===== src/rtl/wishbone_cmd_queue_if.sv =====
// Command queue bus bundle: producer command port, wishbone_master user port, response port.
// slave modport is the queue's view; master modport is the surrounding logic's view.
interface wishbone_cmd_queue_if #(
  parameter int unsigned ADDR_WIDTH   = 32,
  parameter int unsigned DATA_WIDTH   = 32,
  parameter int unsigned SELECT_WIDTH = DATA_WIDTH / 8,
  parameter int unsigned FIFO_DEPTH   = 4
);
  localparam int unsigned CountWidth = $clog2(FIFO_DEPTH) + 1;

  // Command producer
  logic                    cmd_valid;
  logic                    cmd_ready;
  logic                    cmd_we;
  logic [ADDR_WIDTH-1:0]   cmd_addr;
  logic [DATA_WIDTH-1:0]   cmd_data;
  logic [SELECT_WIDTH-1:0] cmd_sel;
  logic [CountWidth-1:0]   cmd_count;

  // wishbone_master user port
  logic                    write_req;
  logic [ADDR_WIDTH-1:0]   write_addr;
  logic [DATA_WIDTH-1:0]   write_data;
  logic [SELECT_WIDTH-1:0] write_sel;
  logic                    write_done;
  logic                    write_err;
  logic                    read_req;
  logic [ADDR_WIDTH-1:0]   read_addr;
  logic [SELECT_WIDTH-1:0] read_sel;
  logic [DATA_WIDTH-1:0]   read_data;
  logic                    read_done;
  logic                    read_err;

  // Response consumer
  logic                    rsp_valid;
  logic                    rsp_ready;
  logic                    rsp_we;
  logic                    rsp_err;
  logic [DATA_WIDTH-1:0]   rsp_data;

  modport slave (
    input  cmd_valid, cmd_we, cmd_addr, cmd_data, cmd_sel,
    output cmd_ready, cmd_count,
    output write_req, write_addr, write_data, write_sel,
    input  write_done, write_err,
    output read_req, read_addr, read_sel,
    input  read_data, read_done, read_err,
    output rsp_valid, rsp_we, rsp_err, rsp_data,
    input  rsp_ready
  );

  modport master (
    output cmd_valid, cmd_we, cmd_addr, cmd_data, cmd_sel,
    input  cmd_ready, cmd_count,
    input  write_req, write_addr, write_data, write_sel,
    output write_done, write_err,
    input  read_req, read_addr, read_sel,
    output read_data, read_done, read_err,
    input  rsp_valid, rsp_we, rsp_err, rsp_data,
    output rsp_ready
  );
endinterface


===== src/rtl/wishbone_cmd_queue.sv =====
// Command queue in front of wishbone_master: FIFO of read/write commands, issued one at a time,
// one in-order response per command.
// Optional macro WB_CMDQ_STATS_EN adds saturating 16-bit ok/err completion counters.
module wishbone_cmd_queue #(
  parameter int unsigned ADDR_WIDTH   = 32,
  parameter int unsigned DATA_WIDTH   = 32,
  parameter int unsigned SELECT_WIDTH = DATA_WIDTH / 8,
  parameter int unsigned FIFO_DEPTH   = 4
) (
  input  logic                   clk,
  input  logic                   rst_n,
`ifdef WB_CMDQ_STATS_EN
  output logic [15:0]            stat_ok_o,
  output logic [15:0]            stat_err_o,
`endif
  wishbone_cmd_queue_if.slave    bus
);
  localparam int unsigned PtrWidth   = $clog2(FIFO_DEPTH);
  localparam int unsigned CountWidth = PtrWidth + 1;

  typedef struct packed {
    logic                    we;
    logic [ADDR_WIDTH-1:0]   addr;
    logic [DATA_WIDTH-1:0]   data;
    logic [SELECT_WIDTH-1:0] sel;
  } entry_t;

  typedef enum logic [1:0] {StIdle, StIssue, StWait, StResp} state_e;

  entry_t                  mem_q [FIFO_DEPTH];
  entry_t                  head;
  logic [PtrWidth-1:0]     wr_ptr_q, rd_ptr_q;
  logic [CountWidth-1:0]   count_q, count_d;
  logic                    full, empty, push, pop;

  state_e                  state_q;
  logic                    cur_we_q;
  logic                    write_req_q, read_req_q;
  logic [ADDR_WIDTH-1:0]   write_addr_q, read_addr_q;
  logic [DATA_WIDTH-1:0]   write_data_q;
  logic [SELECT_WIDTH-1:0] write_sel_q, read_sel_q;
  logic                    rsp_valid_q, rsp_we_q, rsp_err_q;
  logic [DATA_WIDTH-1:0]   rsp_data_q;
  logic                    done_hit, err_hit;

  assign full  = (count_q == CountWidth'(FIFO_DEPTH));
  assign empty = (count_q == '0);
  assign push  = bus.cmd_valid && !full;
  // The head entry is consumed during the single ISSUE cycle.
  assign pop   = (state_q == StIssue);
  assign head  = mem_q[rd_ptr_q];

  // Only the flags belonging to the in-flight command type complete it; err dominates done.
  assign done_hit = cur_we_q ? (bus.write_done | bus.write_err) : (bus.read_done | bus.read_err);
  assign err_hit  = cur_we_q ? bus.write_err : bus.read_err;

  // Occupancy next-state; simultaneous push and pop cancel out.
  always_comb begin
    count_d = count_q;
    case ({push, pop})
      2'b10:   count_d = count_q + CountWidth'(1);
      2'b01:   count_d = count_q - CountWidth'(1);
      default: count_d = count_q;
    endcase
  end

  // FIFO storage; contents need no reset since occupancy gates every read.
  always_ff @(posedge clk) begin
    if (push) begin
      mem_q[wr_ptr_q] <= '{we: bus.cmd_we, addr: bus.cmd_addr, data: bus.cmd_data,
                           sel: bus.cmd_sel};
    end
  end

  // FIFO pointers and occupancy; power-of-two depth makes the pointers wrap naturally.
  always_ff @(posedge clk or negedge rst_n) begin
    if (!rst_n) begin
      wr_ptr_q <= '0;
      rd_ptr_q <= '0;
      count_q  <= '0;
    end else begin
      if (push) wr_ptr_q <= wr_ptr_q + PtrWidth'(1);
      if (pop)  rd_ptr_q <= rd_ptr_q + PtrWidth'(1);
      count_q <= count_d;
    end
  end

  // Issue/response FSM with all master-facing and response outputs registered.
  always_ff @(posedge clk or negedge rst_n) begin
    if (!rst_n) begin
      state_q      <= StIdle;
      cur_we_q     <= 1'b0;
      write_req_q  <= 1'b0;
      read_req_q   <= 1'b0;
      write_addr_q <= '0;
      write_data_q <= '0;
      write_sel_q  <= '0;
      read_addr_q  <= '0;
      read_sel_q   <= '0;
      rsp_valid_q  <= 1'b0;
      rsp_we_q     <= 1'b0;
      rsp_err_q    <= 1'b0;
      rsp_data_q   <= '0;
`ifdef WB_CMDQ_STATS_EN
      stat_ok_o    <= '0;
      stat_err_o   <= '0;
`endif
    end else begin
      write_req_q <= 1'b0;
      read_req_q  <= 1'b0;
      case (state_q)
        StIdle: begin
          if (!empty) begin
            state_q  <= StIssue;
            cur_we_q <= head.we;
            if (head.we) begin
              write_req_q  <= 1'b1;
              write_addr_q <= head.addr;
              write_data_q <= head.data;
              write_sel_q  <= head.sel;
            end else begin
              read_req_q  <= 1'b1;
              read_addr_q <= head.addr;
              read_sel_q  <= head.sel;
            end
          end
        end
        StIssue: state_q <= StWait;
        StWait: begin
          if (done_hit) begin
            state_q     <= StResp;
            rsp_valid_q <= 1'b1;
            rsp_we_q    <= cur_we_q;
            rsp_err_q   <= err_hit;
            rsp_data_q  <= (!cur_we_q && !err_hit) ? bus.read_data : '0;
`ifdef WB_CMDQ_STATS_EN
            if (err_hit) begin
              if (stat_err_o != 16'hFFFF) stat_err_o <= stat_err_o + 16'd1;
            end else begin
              if (stat_ok_o != 16'hFFFF) stat_ok_o <= stat_ok_o + 16'd1;
            end
`endif
          end
        end
        StResp: begin
          if (bus.rsp_ready) begin
            rsp_valid_q <= 1'b0;
            state_q     <= StIdle;
          end
        end
        default: state_q <= StIdle;
      endcase
    end
  end

  assign bus.cmd_ready  = !full;
  assign bus.cmd_count  = count_q;
  assign bus.write_req  = write_req_q;
  assign bus.write_addr = write_addr_q;
  assign bus.write_data = write_data_q;
  assign bus.write_sel  = write_sel_q;
  assign bus.read_req   = read_req_q;
  assign bus.read_addr  = read_addr_q;
  assign bus.read_sel   = read_sel_q;
  assign bus.rsp_valid  = rsp_valid_q;
  assign bus.rsp_we     = rsp_we_q;
  assign bus.rsp_err    = rsp_err_q;
  assign bus.rsp_data   = rsp_data_q;
endmodule


===== src/flat_wrapper.sv =====
// flat-port wrapper written by rule: the top's interface ports become plain ports
module wishbone_cmd_queue_flat 
#(
  parameter int unsigned ADDR_WIDTH   = 32,
  parameter int unsigned DATA_WIDTH   = 32,
  parameter int unsigned SELECT_WIDTH = DATA_WIDTH / 8,
  parameter int unsigned FIFO_DEPTH   = 4
)
  (clk, rst_n, bus_cmd_valid, bus_cmd_we, bus_cmd_addr, bus_cmd_data, bus_cmd_sel, bus_cmd_ready, bus_cmd_count, bus_write_req, bus_write_addr, bus_write_data, bus_write_sel, bus_write_done, bus_write_err, bus_read_req, bus_read_addr, bus_read_sel, bus_read_data, bus_read_done, bus_read_err, bus_rsp_valid, bus_rsp_we, bus_rsp_err, bus_rsp_data, bus_rsp_ready);
  wishbone_cmd_queue_if #(.ADDR_WIDTH(ADDR_WIDTH), .DATA_WIDTH(DATA_WIDTH), .SELECT_WIDTH(SELECT_WIDTH), .FIFO_DEPTH(FIFO_DEPTH)) bus_i ();
  input  logic clk;
  input  logic rst_n;
  input wire logic [$bits(bus_i.cmd_valid)-1:0] bus_cmd_valid;
  input wire logic [$bits(bus_i.cmd_we)-1:0] bus_cmd_we;
  input wire logic [$bits(bus_i.cmd_addr)-1:0] bus_cmd_addr;
  input wire logic [$bits(bus_i.cmd_data)-1:0] bus_cmd_data;
  input wire logic [$bits(bus_i.cmd_sel)-1:0] bus_cmd_sel;
  output wire logic [$bits(bus_i.cmd_ready)-1:0] bus_cmd_ready;
  output wire logic [$bits(bus_i.cmd_count)-1:0] bus_cmd_count;
  output wire logic [$bits(bus_i.write_req)-1:0] bus_write_req;
  output wire logic [$bits(bus_i.write_addr)-1:0] bus_write_addr;
  output wire logic [$bits(bus_i.write_data)-1:0] bus_write_data;
  output wire logic [$bits(bus_i.write_sel)-1:0] bus_write_sel;
  input wire logic [$bits(bus_i.write_done)-1:0] bus_write_done;
  input wire logic [$bits(bus_i.write_err)-1:0] bus_write_err;
  output wire logic [$bits(bus_i.read_req)-1:0] bus_read_req;
  output wire logic [$bits(bus_i.read_addr)-1:0] bus_read_addr;
  output wire logic [$bits(bus_i.read_sel)-1:0] bus_read_sel;
  input wire logic [$bits(bus_i.read_data)-1:0] bus_read_data;
  input wire logic [$bits(bus_i.read_done)-1:0] bus_read_done;
  input wire logic [$bits(bus_i.read_err)-1:0] bus_read_err;
  output wire logic [$bits(bus_i.rsp_valid)-1:0] bus_rsp_valid;
  output wire logic [$bits(bus_i.rsp_we)-1:0] bus_rsp_we;
  output wire logic [$bits(bus_i.rsp_err)-1:0] bus_rsp_err;
  output wire logic [$bits(bus_i.rsp_data)-1:0] bus_rsp_data;
  input wire logic [$bits(bus_i.rsp_ready)-1:0] bus_rsp_ready;
  assign bus_i.cmd_valid = bus_cmd_valid;
  assign bus_i.cmd_we = bus_cmd_we;
  assign bus_i.cmd_addr = bus_cmd_addr;
  assign bus_i.cmd_data = bus_cmd_data;
  assign bus_i.cmd_sel = bus_cmd_sel;
  assign bus_cmd_ready = bus_i.cmd_ready;
  assign bus_cmd_count = bus_i.cmd_count;
  assign bus_write_req = bus_i.write_req;
  assign bus_write_addr = bus_i.write_addr;
  assign bus_write_data = bus_i.write_data;
  assign bus_write_sel = bus_i.write_sel;
  assign bus_i.write_done = bus_write_done;
  assign bus_i.write_err = bus_write_err;
  assign bus_read_req = bus_i.read_req;
  assign bus_read_addr = bus_i.read_addr;
  assign bus_read_sel = bus_i.read_sel;
  assign bus_i.read_data = bus_read_data;
  assign bus_i.read_done = bus_read_done;
  assign bus_i.read_err = bus_read_err;
  assign bus_rsp_valid = bus_i.rsp_valid;
  assign bus_rsp_we = bus_i.rsp_we;
  assign bus_rsp_err = bus_i.rsp_err;
  assign bus_rsp_data = bus_i.rsp_data;
  assign bus_i.rsp_ready = bus_rsp_ready;
  wishbone_cmd_queue #(.ADDR_WIDTH(ADDR_WIDTH), .DATA_WIDTH(DATA_WIDTH), .SELECT_WIDTH(SELECT_WIDTH), .FIFO_DEPTH(FIFO_DEPTH)) u_core (.clk(clk), .rst_n(rst_n), .bus(bus_i));
endmodule

===== config.mk =====
export PLATFORM = sky130hd
export DESIGN_NAME = wishbone_cmd_queue_flat
export DESIGN_NICKNAME = d
export VERILOG_FILES = /design/src/rtl/wishbone_cmd_queue_if.sv /design/src/rtl/wishbone_cmd_queue.sv /design/src/flat_wrapper.sv
export SDC_FILE = /design/constraint.sdc
export NUM_CORES = 1
export LEC_CHECK = 0
export ABC_CLOCK_PERIOD_IN_PS = 7150
export CAP_MARGIN = 15
export CORE_AREA = 2 2 246 224
export CTS_CLUSTER_DIAMETER = 80
export CTS_CLUSTER_SIZE = 16
export DETAILED_ROUTE_END_ITERATION = 8
export DIE_AREA = 0 0 248 226
export GPL_TIMING_DRIVEN = 0
export PLACE_DENSITY = 0.59
export SLEW_MARGIN = 20
export SYNTH_ARGS = -nofsm -noshare
export SYNTH_HDL_FRONTEND = slang
export SYNTH_SLANG_ARGS = --single-unit

===== constraint.sdc =====
create_clock -name clk -period 7.15 [get_ports clk]
set_input_delay 1.7875 -clock clk [delete_from_list [all_inputs] [get_ports clk]]
set_output_delay 1.7875 -clock clk [all_outputs]
set_load 0.05 [all_outputs]

Word-level counts from Yosys, hierarchy flattened
Memories as Yosys holds them, arrays and structs flattened.
Cells that the tools add are included.
- word-level logic and storage cells: 68
- memory bits (writable): 276
- register bits after elaboration: 151
- input bits: 109
- memories kept: 1
- output and inout bits: 145
- memory list (memory ; depth ; bits a word ; rd ports ; clocked after Yosys merged registers in ; write ports ; RTL line ; source):
    u_core.mem_q ; 4 ; 69 ; 1 ; 0 ; 1 ; wishbone_cmd_queue.sv:30 ; entry_t mem_q [FIFO_DEPTH];
- equal/unequal tests: 9
- multiplexer cells: 19
- add/sub/neg operators: 4
- bitwise logic cells: 4
- reduce and logical (&&, ||, !) cells: 15
- operators by type and width (kind ; count):
    $mux W32 ; 1
    $mux W1 ; 12
    $reduce_and A3 Y1 ; 4
    $pmux W2 S4 ; 1
    $eq A2 B2 Y1 const B ; 3
    $mux W2 ; 3
    $pmux W3 S2 ; 1
    $add A2 B1 Y2 const B ; 2
    $eq A2 B1 Y1 const B ; 2
    $ne A2 B2 Y1 const B ; 2
    $reduce_and A2 Y1 ; 2
    $reduce_bool A2 Y1 ; 2
    $add A3 B1 Y3 const B ; 1
    $eq A3 B3 Y1 const B ; 1
    $logic_not A1 Y1 ; 3
    $logic_not A3 Y1 ; 1
    $sub A3 B1 Y3 const B ; 1
    $logic_and A1 B1 Y1 ; 2
    $logic_not A2 Y1 ; 1
    $ne A2 B1 Y1 const B ; 1
    $not A1 Y1 ; 2
    $or A1 B1 Y1 ; 2
    $pmux W1 S2 ; 1

Logic depth before layout (Yosys ltp)
Gate-level depths: netlist of run 1.
- depth after elaboration: 5
- depth in mapped cells: 10
- gate-level depth less buffers: 10

Worst setup path before layout of run 1
Ideal clock, no wire load.
- path type: input-to-reg
- from: input port bus_cmd_valid
- to: memory u_core.mem_q[0][0] in the netlist's numbering, enable pin
- library setup time: 0.435 ns
- slack: 3.260 ns
- buffers on the path: 0
- data required time: 6.715 ns
- data arrival time: 3.455 ns
- cell stages on the path: 1
- cells stage by stage: and3_1
- word-level cells in the longest chain between the ends: 3
- RTL lines (element ; RTL line ; source):
    from (decl) ; flat_wrapper.sv:13 ; input wire logic [$bits(bus_i.cmd_valid)-1:0] bus_cmd_valid;
    $logic_and A1 B1 Y1 ; wishbone_cmd_queue.sv:48 ; assign push = bus.cmd_valid && !full;
    $mux W1 ; wishbone_cmd_queue.sv:69 ; if (push) begin
    $mux W1 (not written as such) ; wishbone_cmd_queue.sv:70 ; mem_q[wr_ptr_q] <= '{we: bus.cmd_we, addr: bus.cmd_addr, data: bus.cmd_data,
    to (decl) ; wishbone_cmd_queue.sv:30 ;
No other way between the ends.

Final worst setup path of run 1
- from: register u_core.count_q[0] (netlist: u_core.bus.cmd_count[0])
- to: output port bus_cmd_ready
- word-level cells in the longest chain between the ends: 2
- RTL lines (element ; RTL line ; source):
    from (decl) ; wishbone_cmd_queue.sv:33 ; logic [CountWidth-1:0] count_q, count_d;
    from (signal assigned) ; wishbone_cmd_queue.sv:84 ; count_q <= count_d;
    $eq A3 B3 Y1 ; wishbone_cmd_queue.sv:46 ; assign full = (count_q == CountWidth'(FIFO_DEPTH));
    $logic_not A1 Y1 ; wishbone_cmd_queue.sv:156 ; assign bus.cmd_ready = !full;
    to (decl) ; flat_wrapper.sv:18 ; output wire logic [$bits(bus_i.cmd_ready)-1:0] bus_cmd_ready;
No other way between the ends.

==> impl_metrics.json, run 1 <==
{
  "io_buffers": 253,
  "stdcell_count": 1822,
  "fin_util": 0.3833,
  "firstDrtPassIters": 4,
  "path_clk_slew_ns": 0.07,
  "fin_crit_sh": 0.5490,
  "peakVddDrop_mv": 0.3355,
  "grt_util_met1": 0.1753,
  "synthCells": 796,
  "synth.yosys.seq_area_share": 0.7576,
  "finalHoldViolCount": 0,
  "ctsResizeCount": 0,
  "place_ws_ns": 3.257,
  "critPathArrivalTime_ns": 2.14,
  "num_rows": 81,
  "core_mm2": 0.05361,
  "synthArstFlopShare": 0.3536,
  "vias": 8168,
  "grt_use_met2": 0.2130,
  "syn_nets": 916,
  "synth_cell_types": 31,
  "routed_wl_um": 37570,
  "drt_iter0_drc": 383,
  "slowest_stage": "clkdlybuf4s50_1",
  "overflow": 0,
  "final_common_cell": "edfxtp_1",
  "syn2layout_area_growth_pct": 29.01,
  "worst_slew_pin_slew_ns": 0.8129,
  "power_density_mw_per_mm2": 494.6,
  "tns_ns": 0,
  "fillers": 4931,
  "cts_buffers": 34,
  "crit_chain": "inv_1, nand3_1, clkdlybuf4s50_1",
  "grt_usage": 0.1343,
  "synth_area_mm2": 0.01593,
  "grt_use_met3": 0.04266,
  "critPathLaunchType": "register",
  "top_usage_layer": "met2",
  "drc": 0,
  "p_leak_nw": 7.304,
  "place_inst": 1759,
  "grt_pass1_wl_um": 55400,
  "multi_input_area_mm2": 0.003495,
  "first_global_vias": 8654,
  "dieWidth_um": 248,
  "cts-root-buf": "clkbuf_16",
  "post_cts_buffers": 0,
  "worstPathMaxFanout": 6,
  "status": "completed",
  "synth_warnings": 0,
  "slew_viol_final": 0,
  "critPathTopFamily": "buffers and inverters",
  "setup_viol": 0,
  "critPathBufInv": 2,
  "hpwl_um": 24570,
  "htreeDepth": 2,
  "required_ns": 5.36,
  "fin_worst_skew_ns": 0.01594,
  "die_height_um": 226,
  "end_kind": "output port",
  "cap_violations": 0,
  "cts_tree": "built",
  "register_area_mm2": 0.01207,
  "hold_class": "reg2reg",
  "drive_gt1_frac": 0.2018,
  "wire_per_inst_um": 20.62,
  "synth-seq-cells": 427,
  "synth.avg_cell_area_um2": 20.01,
  "via_per_inst": 4.483,
  "fmax_mhz": 254.8,
  "place_congestion": 0.8023,
  "total_power_mw": 10.16,
  "synthFlopType": "edfxtp_1",
  "critical_path_class": "reg2out",
  "final_nets": 1210,
  "cts_buffer_depth": 3,
  "cts_hold_buf": 0,
  "grt_max_degree": 78,
  "io_pins": 254,
  "ant_nets": 0,
  "synth-edff-count": 276,
  "cpPeakStageDelay_ns": 0.86,
  "clkLatencyLatePin_ns": 0.55,
  "setup_slack_ns": 3.225,
  "die-area_mm2": 0.05605,
  "max_slew_margin": 0.4580,
  "rsz0062_at_grt": "false",
  "cts_sinks": 427,
  "initial_core_util": 0.2971,
  "layout_common_cells": "edfxtp_1 (276), clkdlybuf4s50_1 (252), dfrtp_1 (151)",
  "antenna_found_initial": 8,
  "fin_crit_ns": 3.925
}
[cell type report]
| type | count | share of cell area |
|---|---|---|
| sequential | 427 | 0.5872 |
| clock inverter | 6 | 0.002253 |
| inverter | 42 | 0.007672 |
| buffer | 36 | 0.01114 |
| timing repair buffer | 258 | 0.1302 |
| antenna | 2 | 0.0002436 |
| tap | 705 | 0.04293 |
| multi-input combinational | 291 | 0.1701 |
| clock buffer | 55 | 0.04829 |
[power by group]
part / switching [mW] / total [mW] / leakage (nW) / internal [mW]
registers: 0.292 / 3.72 / 4.36 / 3.43
logic: 2.85 / 4.60 / 2.43 / 1.74
clock network: 0.875 / 1.84 / 0.506 / 0.964
total: 4.02 / 10.2 / 7.30 / 6.14
[synth_stat cells, types with 2 or more instances]
| master | n | area (um^2) |
|---|---|---|
| edfxtp_1 | 276 | 8288 |
| dfrtp_1 | 151 | 3779 |
| mux2_2 | 76 | 855.8 |
| mux4_2 | 69 | 1554 |
| inv_1 | 42 | 157.7 |
| nand3_1 | 33 | 165.2 |
| o21ai_0 | 33 | 165.2 |
| mux2_1 | 29 | 326.6 |
| clkbuf_1 | 13 | 48.80 |
| buf_2 | 12 | 60.06 |
| buf_6 | 10 | 112.6 |
| ha_1 | 10 | 125.1 |
| nor2_1 | 6 | 22.52 |
| a21oi_1 | 5 | 25.02 |
| nand2_1 | 5 | 18.77 |
| and3_1 | 4 | 25.02 |
| nor3_1 | 3 | 15.01 |
| xnor2_1 | 3 | 26.28 |
| xor2_1 | 3 | 26.28 |
| mux2i_1 | 2 | 20.02 |
[cell families after synthesis]
group                    share of synthesized area
buffers and inverters                      0.02427
AND/OR/NAND/NOR                            0.01901
adder cells (fa/ha/maj)                   0.009112
XOR/XNOR                                  0.003300
multiplexers                                0.1731
flip-flops                                  0.7576
AO/OA/AOI/OAI                              0.01367
[sequential cells by signal, summed over array words and instances, names as in the netlist]
signal,count
u_core.bus.cmd_count,3
u_core.bus.read_addr,32
u_core.bus.read_req,1
u_core.bus.read_sel,4
u_core.bus.rsp_data,32
u_core.bus.rsp_err,1
u_core.bus.rsp_valid,1
u_core.bus.rsp_we,1
u_core.bus.write_addr,32
u_core.bus.write_data,32
u_core.bus.write_req,1
u_core.bus.write_sel,4
u_core.cur_we_q,1
u_core.mem_q,276
u_core.rd_ptr_q,2
u_core.state_q,2
u_core.wr_ptr_q,2
[worst paths after layout]
check	from	end	slack [ns]	depth (start not counted)
max in group asynchronous	rst_n	u_core.rd_ptr_q[1]	5.04	2
worst min-delay path	u_core.bus.read_addr[11]	u_core.bus.read_addr[11]	0.49	1
worst min register to register	u_core.bus.read_addr[11]	u_core.bus.read_addr[11]	0.49	1
min in group asynchronous	rst_n	u_core.bus.read_addr[22]	1.24	1
worst max-delay path	u_core.bus.cmd_count[0]	bus_cmd_ready	3.22	3
worst max register to register	u_core.rd_ptr_q[0]	u_core.bus.write_addr[4]	4.86	5
[per-stage QoR]
stage / area (um^2) / hold slack, ns
4_1_cts: 20540 / 0.4902
2_1_floorplan: 15930 / 0.5339
3_3_place_gp: 19340 / 0.4695
3_5_place_dp: 19510 / 0.4782
5_1_grt: 20540 / 0.5061
6_report: 20550 / 0.4858
[layer usage]
metal,wire (um),part of all wire,vias to the layer above
li1,-,-,3653
met1,16400,0.44,4208
met2,17340,0.46,233
met3,2842,0.076,62
met4,904,0.024,12
met5,81,0.0022,-
No activity file was read; power rests on OpenSTA's default activity.
==> run 2: changes to the inputs <==
--- a/config.mk
+++ b/config.mk
@@ -5,7 +5,7 @@
 export SDC_FILE = /design/constraint.sdc
 export NUM_CORES = 1
 export LEC_CHECK = 0
-export ABC_CLOCK_PERIOD_IN_PS = 7150
+export ABC_CLOCK_PERIOD_IN_PS = 3150
 export CAP_MARGIN = 15
 export CORE_AREA = 2 2 246 224
 export CTS_CLUSTER_DIAMETER = 80
@@ -13,7 +13,7 @@
 export DETAILED_ROUTE_END_ITERATION = 8
 export DIE_AREA = 0 0 248 226
 export GPL_TIMING_DRIVEN = 0
-export PLACE_DENSITY = 0.59
+export PLACE_DENSITY = 0.61
 export SLEW_MARGIN = 20
 export SYNTH_ARGS = -nofsm -noshare
 export SYNTH_HDL_FRONTEND = slang
==> constraint.sdc (replaced) <==
create_clock -name clk -period 3.15 [get_ports clk]
set_input_delay 0.7875 -clock clk [delete_from_list [all_inputs] [get_ports clk]]
set_output_delay 0.7875 -clock clk [all_outputs]
set_load 0.05 [all_outputs]
==> impl_metrics.json, run 2 (synthesis gave the netlist of run 1 again) <==
{
  "status": "completed",
  "critPathTopFamily": "buffers and inverters",
  "syn2layout_area_growth_pct": 29.51,
  "largest_reg_flops": 276,
  "setup_viol": 0,
  "path_clk_slew_ns": 0.07,
  "fillers": 4888,
  "hold_class": "in2async",
  "final_common_cell": "edfxtp_1",
  "wire_per_inst_um": 20.10,
  "cts_buffer_depth": 3,
  "finalHoldViolCount": 0,
  "die-area_mm2": 0.05605,
  "p_leak_nw": 7.336,
  "critical_path_class": "reg2out",
  "top_register": "u_core.mem_q",
  "fin_crit_ns": 2.917,
  "io_buffers": 253,
  "cts-root-buf": "clkbuf_16",
  "rrSetupSlack_ns": 0.89,
  "max_slew_margin": 0.4514,
  "core_mm2": 0.05361,
  "num_rows": 81,
  "initial_core_util": 0.2971,
  "multi_input_area_mm2": 0.003495,
  "via_per_inst": 4.475,
  "p_seq_frac": 0.368,
  "die_height_um": 226,
  "end_kind": "output port",
  "layout_common_cells": "edfxtp_1 (276), clkdlybuf4s50_1 (252), dfrtp_1 (151)",
  "worst_slew_pin_slew_ns": 0.8229,
  "cts_buffers": 35,
  "total_power_mw": 23.08,
  "cts_hold_buf": 0,
  "power_density_mw_per_mm2": 1119,
  "first_global_vias": 8743,
  "place_ws_ns": 0.2726,
  "grt_max_degree": 58,
  "critPathArrivalTime_ns": 2.13,
  "clkLatencyLatePin_ns": 0.55,
  "final_nets": 1214,
  "register_area_mm2": 0.01207,
  "r2r_end": "u_core.bus.write_data[17]",
  "antenna_found_initial": 6,
  "p_clk_frac": 0.184,
  "drc": 0,
  "p_sw_frac": 0.3952,
  "critPathLaunchType": "register",
  "reg2regPathDepth": 5,
  "routed_wl_um": 36730,
  "rsz0062_at_grt": "false",
  "post_cts_buffers": 0,
  "switchingPower_mw": 9.122,
  "required_ns": 2.36,
  "cap_violations": 0,
  "ant_nets": 0,
  "cts_sinks": 427,
  "slowest_stage": "clkdlybuf4s50_1",
  "place_congestion": 0.7068,
  "vias": 8175,
  "overflow": 0,
  "critPathBufInv": 2,
  "drive_gt1_frac": 0.2054,
  "hpwl_um": 24410,
  "p_comb_frac": 0.448,
  "ctsResizeCount": 0,
  "cpPeakStageDelay_ns": 0.85,
  "setup_slack_ns": 0.2335,
  "fmax_mhz": 342.9,
  "worstPathMaxFanout": 6,
  "drt_iter0_drc": 370,
  "dieWidth_um": 248,
  "slew_viol_final": 0,
  "crit_chain": "inv_1, nand3_1, clkdlybuf4s50_1",
  "fin_crit_sh": 0.9259,
  "grt_pass1_wl_um": 54630,
  "cts_tree": "built",
  "fin_worst_skew_ns": 0.01789,
  "grt_usage": 0.1320,
  "firstDrtPassIters": 4,
  "internal_power_mw": 13.96,
  "io_pins": 254,
  "htreeDepth": 2,
  "peakVddDrop_mv": 0.7012,
  "rr_startpoint": "u_core.rd_ptr_q[1]"
}
==> run 2: through the flow <==
| stage | hold WS, ns | std cells | setup TNS, ns | util | cell area (um^2) |
|---|---|---|---|---|---|
| after floorplan | 0.4919 | 796 | 0 | - | 15930 |
| after global placement | 0.4665 | 1754 | -992.77 | 0.3609 | 19350 |
| after detailed placement | 0.4751 | 1762 | 0 | 0.3648 | 19560 |
| after CTS | 0.1467 | 1825 | 0 | 0.3847 | 20620 |
| after global routing | 0.1631 | 1827 | 0 | 0.3847 | 20630 |
| final | 0.1513 | 1827 | 0 | 0.3847 | 20630 |
==> run 2: power groups by stage <==
stage	sequential (mW)	combinational (mW)	clock, mW
global placement	8.61	10.4	0
global route	8.66	11.0	4.66
floorplan	11.8	3.62	0
detailed placement	8.62	10.6	0
CTS	8.51	10.6	4.43
finish	8.48	10.3	4.25
==> run 2: worst max-delay path by stage <==
stage	startpoint	end	slack, ns	cells after the start
6_report	u_core.bus.cmd_count[0]	bus_cmd_ready	0.23	3
5_1_grt	u_core.bus.cmd_count[0]	bus_cmd_ready	0.10	3
4_1_cts	u_core.bus.cmd_count[0]	bus_cmd_ready	0.18	3
3_5_place_dp	bus_read_err	u_core.bus.rsp_data[29]	0.27	7
3_3_place_gp	rst_n	u_core.bus.write_data[19]	-5.83	1
2_1_floorplan	u_core.bus.cmd_count[0]	u_core.mem_q[0][0]	0.38	3
==> run 2: layout make-up <==
| cell class | count | share of cell area |
|---|---|---|
| clock buffers | 54 | 0.04743 |
| inverters | 42 | 0.007643 |
| well taps | 705 | 0.04276 |
| clock inverters | 9 | 0.004185 |
| repair buffers | 261 | 0.1322 |
| flip-flops and latches | 427 | 0.5850 |
| diodes | 2 | 0.0002426 |
| plain buffers | 36 | 0.01110 |
| multi-input cells | 291 | 0.1694 |
==> run 2: routing by layer <==
metal | GRT usage | part of all wire
met1 | 0.1710 | 0.43
met4 | 0.03631 | 0.017
met5 | 0 | 0.0013
met2 | 0.2188 | 0.49
met3 | 0.03434 | 0.061
